$ cat config.mk
export PLATFORM = sky130hd
export DESIGN_NAME = hall_freq_meter
export DESIGN_NICKNAME = d
export VERILOG_FILES = /design/src/rtl/hall_meas_pkg.sv /design/src/rtl/edge_chan.sv /design/src/rtl/hall_freq_meter.sv
export SDC_FILE = /design/constraint.sdc
export NUM_CORES = 1
export LEC_CHECK = 0
export CAP_MARGIN = 20
export CORE_MARGIN = 2
export CORE_UTILIZATION = 45
export CTS_CLUSTER_SIZE = 25
export DETAILED_ROUTE_END_ITERATION = 8
export REMOVE_ABC_BUFFERS = 1
export SETUP_SLACK_MARGIN = 0.3
export SLEW_MARGIN = 20
export SYNTH_ARGS = -nofsm -noshare
export SYNTH_HDL_FRONTEND = slang
export SYNTH_HIERARCHICAL = 1
export SYNTH_SLANG_ARGS = --single-unit
$ cat constraint.sdc
create_clock -name clk -period 3.6 [get_ports clk]
set_clock_uncertainty 0.15 [all_clocks]
set_input_delay 0.72 -clock clk [delete_from_list [all_inputs] [get_ports clk]]
set_output_delay 0.72 -clock clk [all_outputs]
set_load 0.01 [all_outputs]
$ cat src/rtl/hall_meas_pkg.sv
// Shared encodings and defaults for the Hall/encoder frequency meter.
package hall_meas_pkg;

    // Edge qualification selected by the edge_mode input.
    typedef enum logic [1:0] {
        EDGE_RISE = 2'b00,
        EDGE_FALL = 2'b01,
        EDGE_BOTH = 2'b10,
        EDGE_RSVD = 2'b11
    } edge_mode_e;

    // One second gate at a 100 MHz system clock.
    localparam int unsigned GATE_CYCLES_DEFAULT = 32'd100_000_000;

    // Qualify an edge from the synchronised level and its one-cycle-delayed copy.
    // The reserved encoding falls back to rising-edge detection.
    function automatic logic qualify_edge(
        input logic [1:0] mode,
        input logic       cur,
        input logic       prev
    );
        logic hit;
        case (edge_mode_e'(mode))
            EDGE_FALL: hit = ~cur & prev;
            EDGE_BOTH: hit = cur ^ prev;
            default:   hit = cur & ~prev;
        endcase
        return hit;
    endfunction

endpackage

$ cat src/rtl/edge_chan.sv
// One measurement channel: input synchroniser, edge qualifier,
// saturating working counter and sticky saturation flag.
module edge_chan
    import hall_meas_pkg::*;
#(
    parameter int unsigned CNT_W       = 32,
    parameter int unsigned SYNC_STAGES = 2
) (
    input  logic             clk,
    input  logic             reset_n,
    input  logic             count_en,
    input  logic             clear,
    input  logic [1:0]       edge_mode,
    input  logic             signal,
    output logic [CNT_W-1:0] cnt_next,
    output logic             ovf_next
);

    logic [SYNC_STAGES-1:0] sync_q;
    logic                   dly_q;
    logic                   edge_hit;
    logic [CNT_W-1:0]       work_q;
    logic                   ovf_q;
    logic                   at_max;

    // Synchroniser chain plus edge-delay flop; free-running so that
    // re-enabling never sees a stale level as a new edge.
    always_ff @(posedge clk or negedge reset_n) begin
        if (!reset_n) begin
            sync_q <= '0;
            dly_q  <= 1'b0;
        end else begin
            sync_q <= {sync_q[SYNC_STAGES-2:0], signal};
            dly_q  <= sync_q[SYNC_STAGES-1];
        end
    end

    assign at_max = &work_q;

    // Edge qualification and saturating next-count. The next value is exported
    // so the gate's terminal-cycle edge lands in the published count even though
    // the working register is cleared on that same cycle.
    always_comb begin
        edge_hit = count_en & qualify_edge(edge_mode, sync_q[SYNC_STAGES-1], dly_q);
        cnt_next = work_q;
        if (edge_hit && !at_max) begin
            cnt_next = work_q + 1'b1;
        end
        ovf_next = ovf_q | (edge_hit & at_max);
    end

    // Working count and sticky saturation flag, restarted on every gate boundary
    // and held at zero while the meter is disabled.
    always_ff @(posedge clk or negedge reset_n) begin
        if (!reset_n) begin
            work_q <= '0;
            ovf_q  <= 1'b0;
        end else if (clear) begin
            work_q <= '0;
            ovf_q  <= 1'b0;
        end else begin
            work_q <= cnt_next;
            ovf_q  <= ovf_next;
        end
    end

endmodule

$ cat src/rtl/hall_freq_meter.sv
// Multi-channel Hall/encoder edge counter over a fixed gate period.
// A shared gate timer publishes every channel's count at each gate end.
module hall_freq_meter
    import hall_meas_pkg::*;
#(
    parameter int unsigned NUM_CH      = 3,
    parameter int unsigned CNT_W       = 32,
    parameter int unsigned GATE_CYCLES = GATE_CYCLES_DEFAULT,
    parameter int unsigned SYNC_STAGES = 2
) (
    input  logic                    clk,
    input  logic                    reset_n,
    input  logic                    enable,
    input  logic [1:0]              edge_mode,
    input  logic [NUM_CH-1:0]       signal,
    output logic [NUM_CH*CNT_W-1:0] count_out,
    output logic                    count_valid,
    output logic [NUM_CH-1:0]       overflow
);

    localparam int unsigned GATE_W = (GATE_CYCLES > 1) ? $clog2(GATE_CYCLES) : 1;
    localparam logic [GATE_W-1:0] GATE_LAST = GATE_W'(GATE_CYCLES - 1);

    logic [GATE_W-1:0]       gate_cnt;
    logic                    gate_last;
    logic                    chan_clear;
    logic [NUM_CH*CNT_W-1:0] cnt_next;
    logic [NUM_CH-1:0]       ovf_next;

    assign gate_last  = enable && (gate_cnt == GATE_LAST);
    assign chan_clear = !enable || gate_last;

    // Gate timer: counts 0..GATE_CYCLES-1 while enabled, parked at 0 otherwise,
    // so the first enabled cycle is always cycle 0 of a full gate.
    always_ff @(posedge clk or negedge reset_n) begin
        if (!reset_n) begin
            gate_cnt <= '0;
        end else if (chan_clear) begin
            gate_cnt <= '0;
        end else begin
            gate_cnt <= gate_cnt + 1'b1;
        end
    end

    for (genvar i = 0; i < NUM_CH; i++) begin : g_chan
        edge_chan #(
            .CNT_W       (CNT_W),
            .SYNC_STAGES (SYNC_STAGES)
        ) u_chan (
            .clk       (clk),
            .reset_n   (reset_n),
            .count_en  (enable),
            .clear     (chan_clear),
            .edge_mode (edge_mode),
            .signal    (signal[i]),
            .cnt_next  (cnt_next[i*CNT_W +: CNT_W]),
            .ovf_next  (ovf_next[i])
        );
    end

    // Output latch: capture all channels on the terminal gate cycle and
    // flag the update one cycle later; outputs hold while disabled.
    always_ff @(posedge clk or negedge reset_n) begin
        if (!reset_n) begin
            count_out   <= '0;
            overflow    <= '0;
            count_valid <= 1'b0;
        end else begin
            count_valid <= gate_last;
            if (gate_last) begin
                count_out <= cnt_next;
                overflow  <= ovf_next;
            end
        end
    end

endmodule

==> results by group <==
Power
  • Internal power: 4554 uW
  • Proportion of power drawn by flip-flops and latches: 0.462
  • Clock network fraction of total power: 0.502
  • Net switching component of the power: 1230 uW
  • Switching share of power: 0.2127
  • Largest vdd supply drop: 0.3205 mV
  • Fraction of power consumed by combinational cells: 0.036
  • Power Total: 5784 uW
  • Leakage component of the power: 0.006704 uW
  • Power per unit of standard cell area: 386.1 mW/mm2

Cells and area
  • Post-route non-filler standard cell count: 1605
  • Fraction of layout cells with a size suffix above 1: 0.2031
  • Final core utilization: 0.5423
  • Area growth from synthesis to layout: 19.54%
  • Leading cell types in the layout, fill and taps excluded: dfrtp_1, clkdlybuf4s50_1, mux2_4, nor2_1, nor2b_1
  • Number of nets in the final layout: 1230
  • Most common cell after layout, fill and taps aside: dfrtp_1

Logic synthesis
  • Cells taking the most area after synthesis: dfrtp_1, mux2_4, xor2_1
  • Cell type with the largest total area after synthesis: dfrtp_1
  • Mux cell area share after synthesis: 0.1569
  • Number of distinct standard cells referenced by the synthesized netlist: 58
  • Post-Synth Simple-Gate Area: 0.1898
  • Complex-gate fraction of the synthesized area: 0.06419
  • EDFF count, synth: 0
  • Post-synthesis share of cell area spent on xor and xnor gates: 0.06569
  • Count of mapped cells out of synthesis: 1082
  • Portion of the post-synthesis area used by sequential elements: 0.4692
  • Largest family of logic cells by synthesized area: simple AND/OR/NAND/NOR gates
  • Fraction of synthesized cell area taken by the top area cell type: 0.4692
  • Area of the mapped netlist: 0.01253 mm2
  • Yosys warnings: 6
  • Average instance area after synthesis: 11.58 um2
  • Top_reg_cell synth: dfrtp_1
  • Synth Area in Adders: 0.01597
  • Share of async-settable or async-resettable flops after synthesis: 1.000
  • #FFs+latches synth: 235

Run
  • Max-capacitance violation count: 0

Placed design
  • DPL Wire Length: 17270 um
  • IO buf count: 107
  • Number of placed instances, taps included: 1556
  • Worst slack after detailed placement: -0.003425 ns
  • Routability-driven placement congestion ratio: 0.7875

GRT
  • First-pass GRT wire length: 42270 um
  • Vias in the first global route: 8217
  • GRT Overall Usage: 0.1773
  • Pin count of the biggest net entering global routing: 88
  • Grt total ovfl: 0
  • Antenna violations before repair: 2

CTS
  • CTS H-tree depth: 1
  • Number of setup buffers added after CTS: 0
  • Bufs on Longest Clock Path: 3
  • Sinks on Clock Net: 235
  • Clock tree root buffer cell: clkbuf_16
  • Clock slew at the register clock pins of the worst setup and hold paths: 0.06 ns
  • Latest clock arrival within the worst-skew pair: 0.53 ns
  • Number of CTS-inserted buffers: 26
  • Clock tree from TritonCTS: yes
  • Number of gates resized after CTS: 0
  • Hold buffers post-CTS: 0

Detailed routing
  • Detailed-route wire length: 25310 um
  • DRC marker count from the first detailed-route iteration: 374
  • ANT nets after route: 0
  • Total number of vias: 8336
  • Routed len/inst: 15.77 um
  • DR DRC count: 0
  • Ratio of routed vias to standard cells: 5.194
  • Detailed-router iteration count before antenna repair: 4

STA
  • Final critical delay including setup and external delays: 3.102 ns
  • Worst Setup Slack, final: 0.4982 ns
  • RSZ-0062 raised after global routing: no
  • Final count of negative-setup-slack endpoints: 0
  • Worst-margin pin slew: 0.7225 ns
  • Final hold viol count: 0
  • Worst hold-check slack: 0.01314 ns
  • Top achievable clock speed: 322.4 MHz
  • Share of the clock period used by the worst path: 0.8616
  • Final Max Slew Viols: 0
  • Max-slew headroom: 0.5143

Floorplan
  • Horizontal die dimension: 170.9 um
  • I/O pins: 108
  • Die Height: 170.9 um
  • Die Outline Area: 0.02920 mm2
  • Row cnt: 61
  • Core footprint: 0.02763 mm2
  • Starting density of the core: 0.4536

Worst setup path
  • Instance count on the critical path: 8
  • Crit path buf inv count: 1
  • Highest fanout seen on the critical path: 16
  • Crit end category: register
  • Worst EP arrival: 3.37 ns
  • Peak per-stage delay on the critical path: 0.68 ns
  • Critical Path, Cell by Cell: ha_1 > nand4_1 > or4_4 > o31ai_4 > nor4_1 > buf_4 > xor2_1 > mux2_4
  • Depth of the worst register-to-register path: 8
  • Slowest-stage cell, CP: o31ai_4
  • Setup Crit Path Kind: register to register
  • Cell family contributing the most delay on the critical path: simple AND/OR/NAND/NOR gates
  • Required time of the critical path: 3.86 ns
  • Worst Setup Start Kind: register

Outcome
  • Status: finished clean

Worst hold path
  • Worst hold path class: input port to async pin
[layer usage]
metal,wire [um],GRT usage
met4,453,0.04237
met3,1160,0.03539
met5,11,0
met1,12490,0.2536
met2,11190,0.2779
[synth_stat cells, types with 10 or more instances]
master,count
dfrtp_1,235
mux2_4,102
nor2_1,87
nor2b_1,81
nand2_1,71
xor2_1,58
xnor2_1,36
nand3_1,35
nand4_1,35
nor4_1,32
inv_1,30
a21oi_1,27
mux2_2,27
clkbuf_1,22
ha_1,16
nor3_1,14
buf_12,11
and4_1,10
or3_1,10
[worst paths after layout]
path	start	slack, ns	end
max in group asynchronous	reset_n	2.28	gate_cnt[19]
min in group clk	g_chan[2].u_chan/sync_q[0]	0.20	g_chan[2].u_chan/sync_q[1]
setup reg to reg	g_chan[0].u_chan/work_q[0]	0.50	count_out[31]
setup / recovery	g_chan[0].u_chan/work_q[0]	0.50	count_out[31]
hold reg to reg	g_chan[2].u_chan/sync_q[0]	0.20	g_chan[2].u_chan/sync_q[1]
hold / removal	reset_n	0.01	count_out[94]
[flip-flops by register name (all words and copies together) (netlist names)]
| name | flops |
|---|---|
| count_out | 96 |
| count_valid | 1 |
| g_chan.u_chan/dly_q | 3 |
| g_chan.u_chan/ovf_q | 3 |
| g_chan.u_chan/sync_q | 6 |
| g_chan.u_chan/work_q | 96 |
| gate_cnt | 27 |
| overflow | 3 |
[kinds of logic (layout without fill, tap and decap cells)]
group	after synthesis	count (layout)
compound gates	95	95
xor+xnor	94	94
simple gates	430	430
mux	141	141
other cells	0	1
flops	235	235
buf+inv	71	215
fa+ha+maj	16	16
[power by group through the flow]
stage | clock, uW | combinational, uW | sequential, uW
2_1_floorplan | 0 | 104 | 2720
3_3_place_gp | 0 | 213 | 2720
3_5_place_dp | 0 | 216 | 2720
4_1_cts | 3000 | 218 | 2670
5_1_grt | 3110 | 242 | 2670
6_report | 2900 | 209 | 2670
[area by class of cell]
class	instances	area, um2
Clock inverter	11	165.2
Antenna cell	1	2.502
Clock buffer	37	803.3
Fill cell	2434	12650
Timing Repair Buffer	137	1364
Tap cell	378	473.0
Multi-Input combinational cell	776	6181
Inverter	30	112.6
Sequential cell	235	5881
[metrics by stage]
stage               cell area, um2    TNS, ns
detailed placement           14010  -0.003425
global route                 14980          0
CTS                          14980          0
finish                       14980          0
floorplan                    12170    -162.13
global placement             14010          0
(Power assumes the default switching activity.)
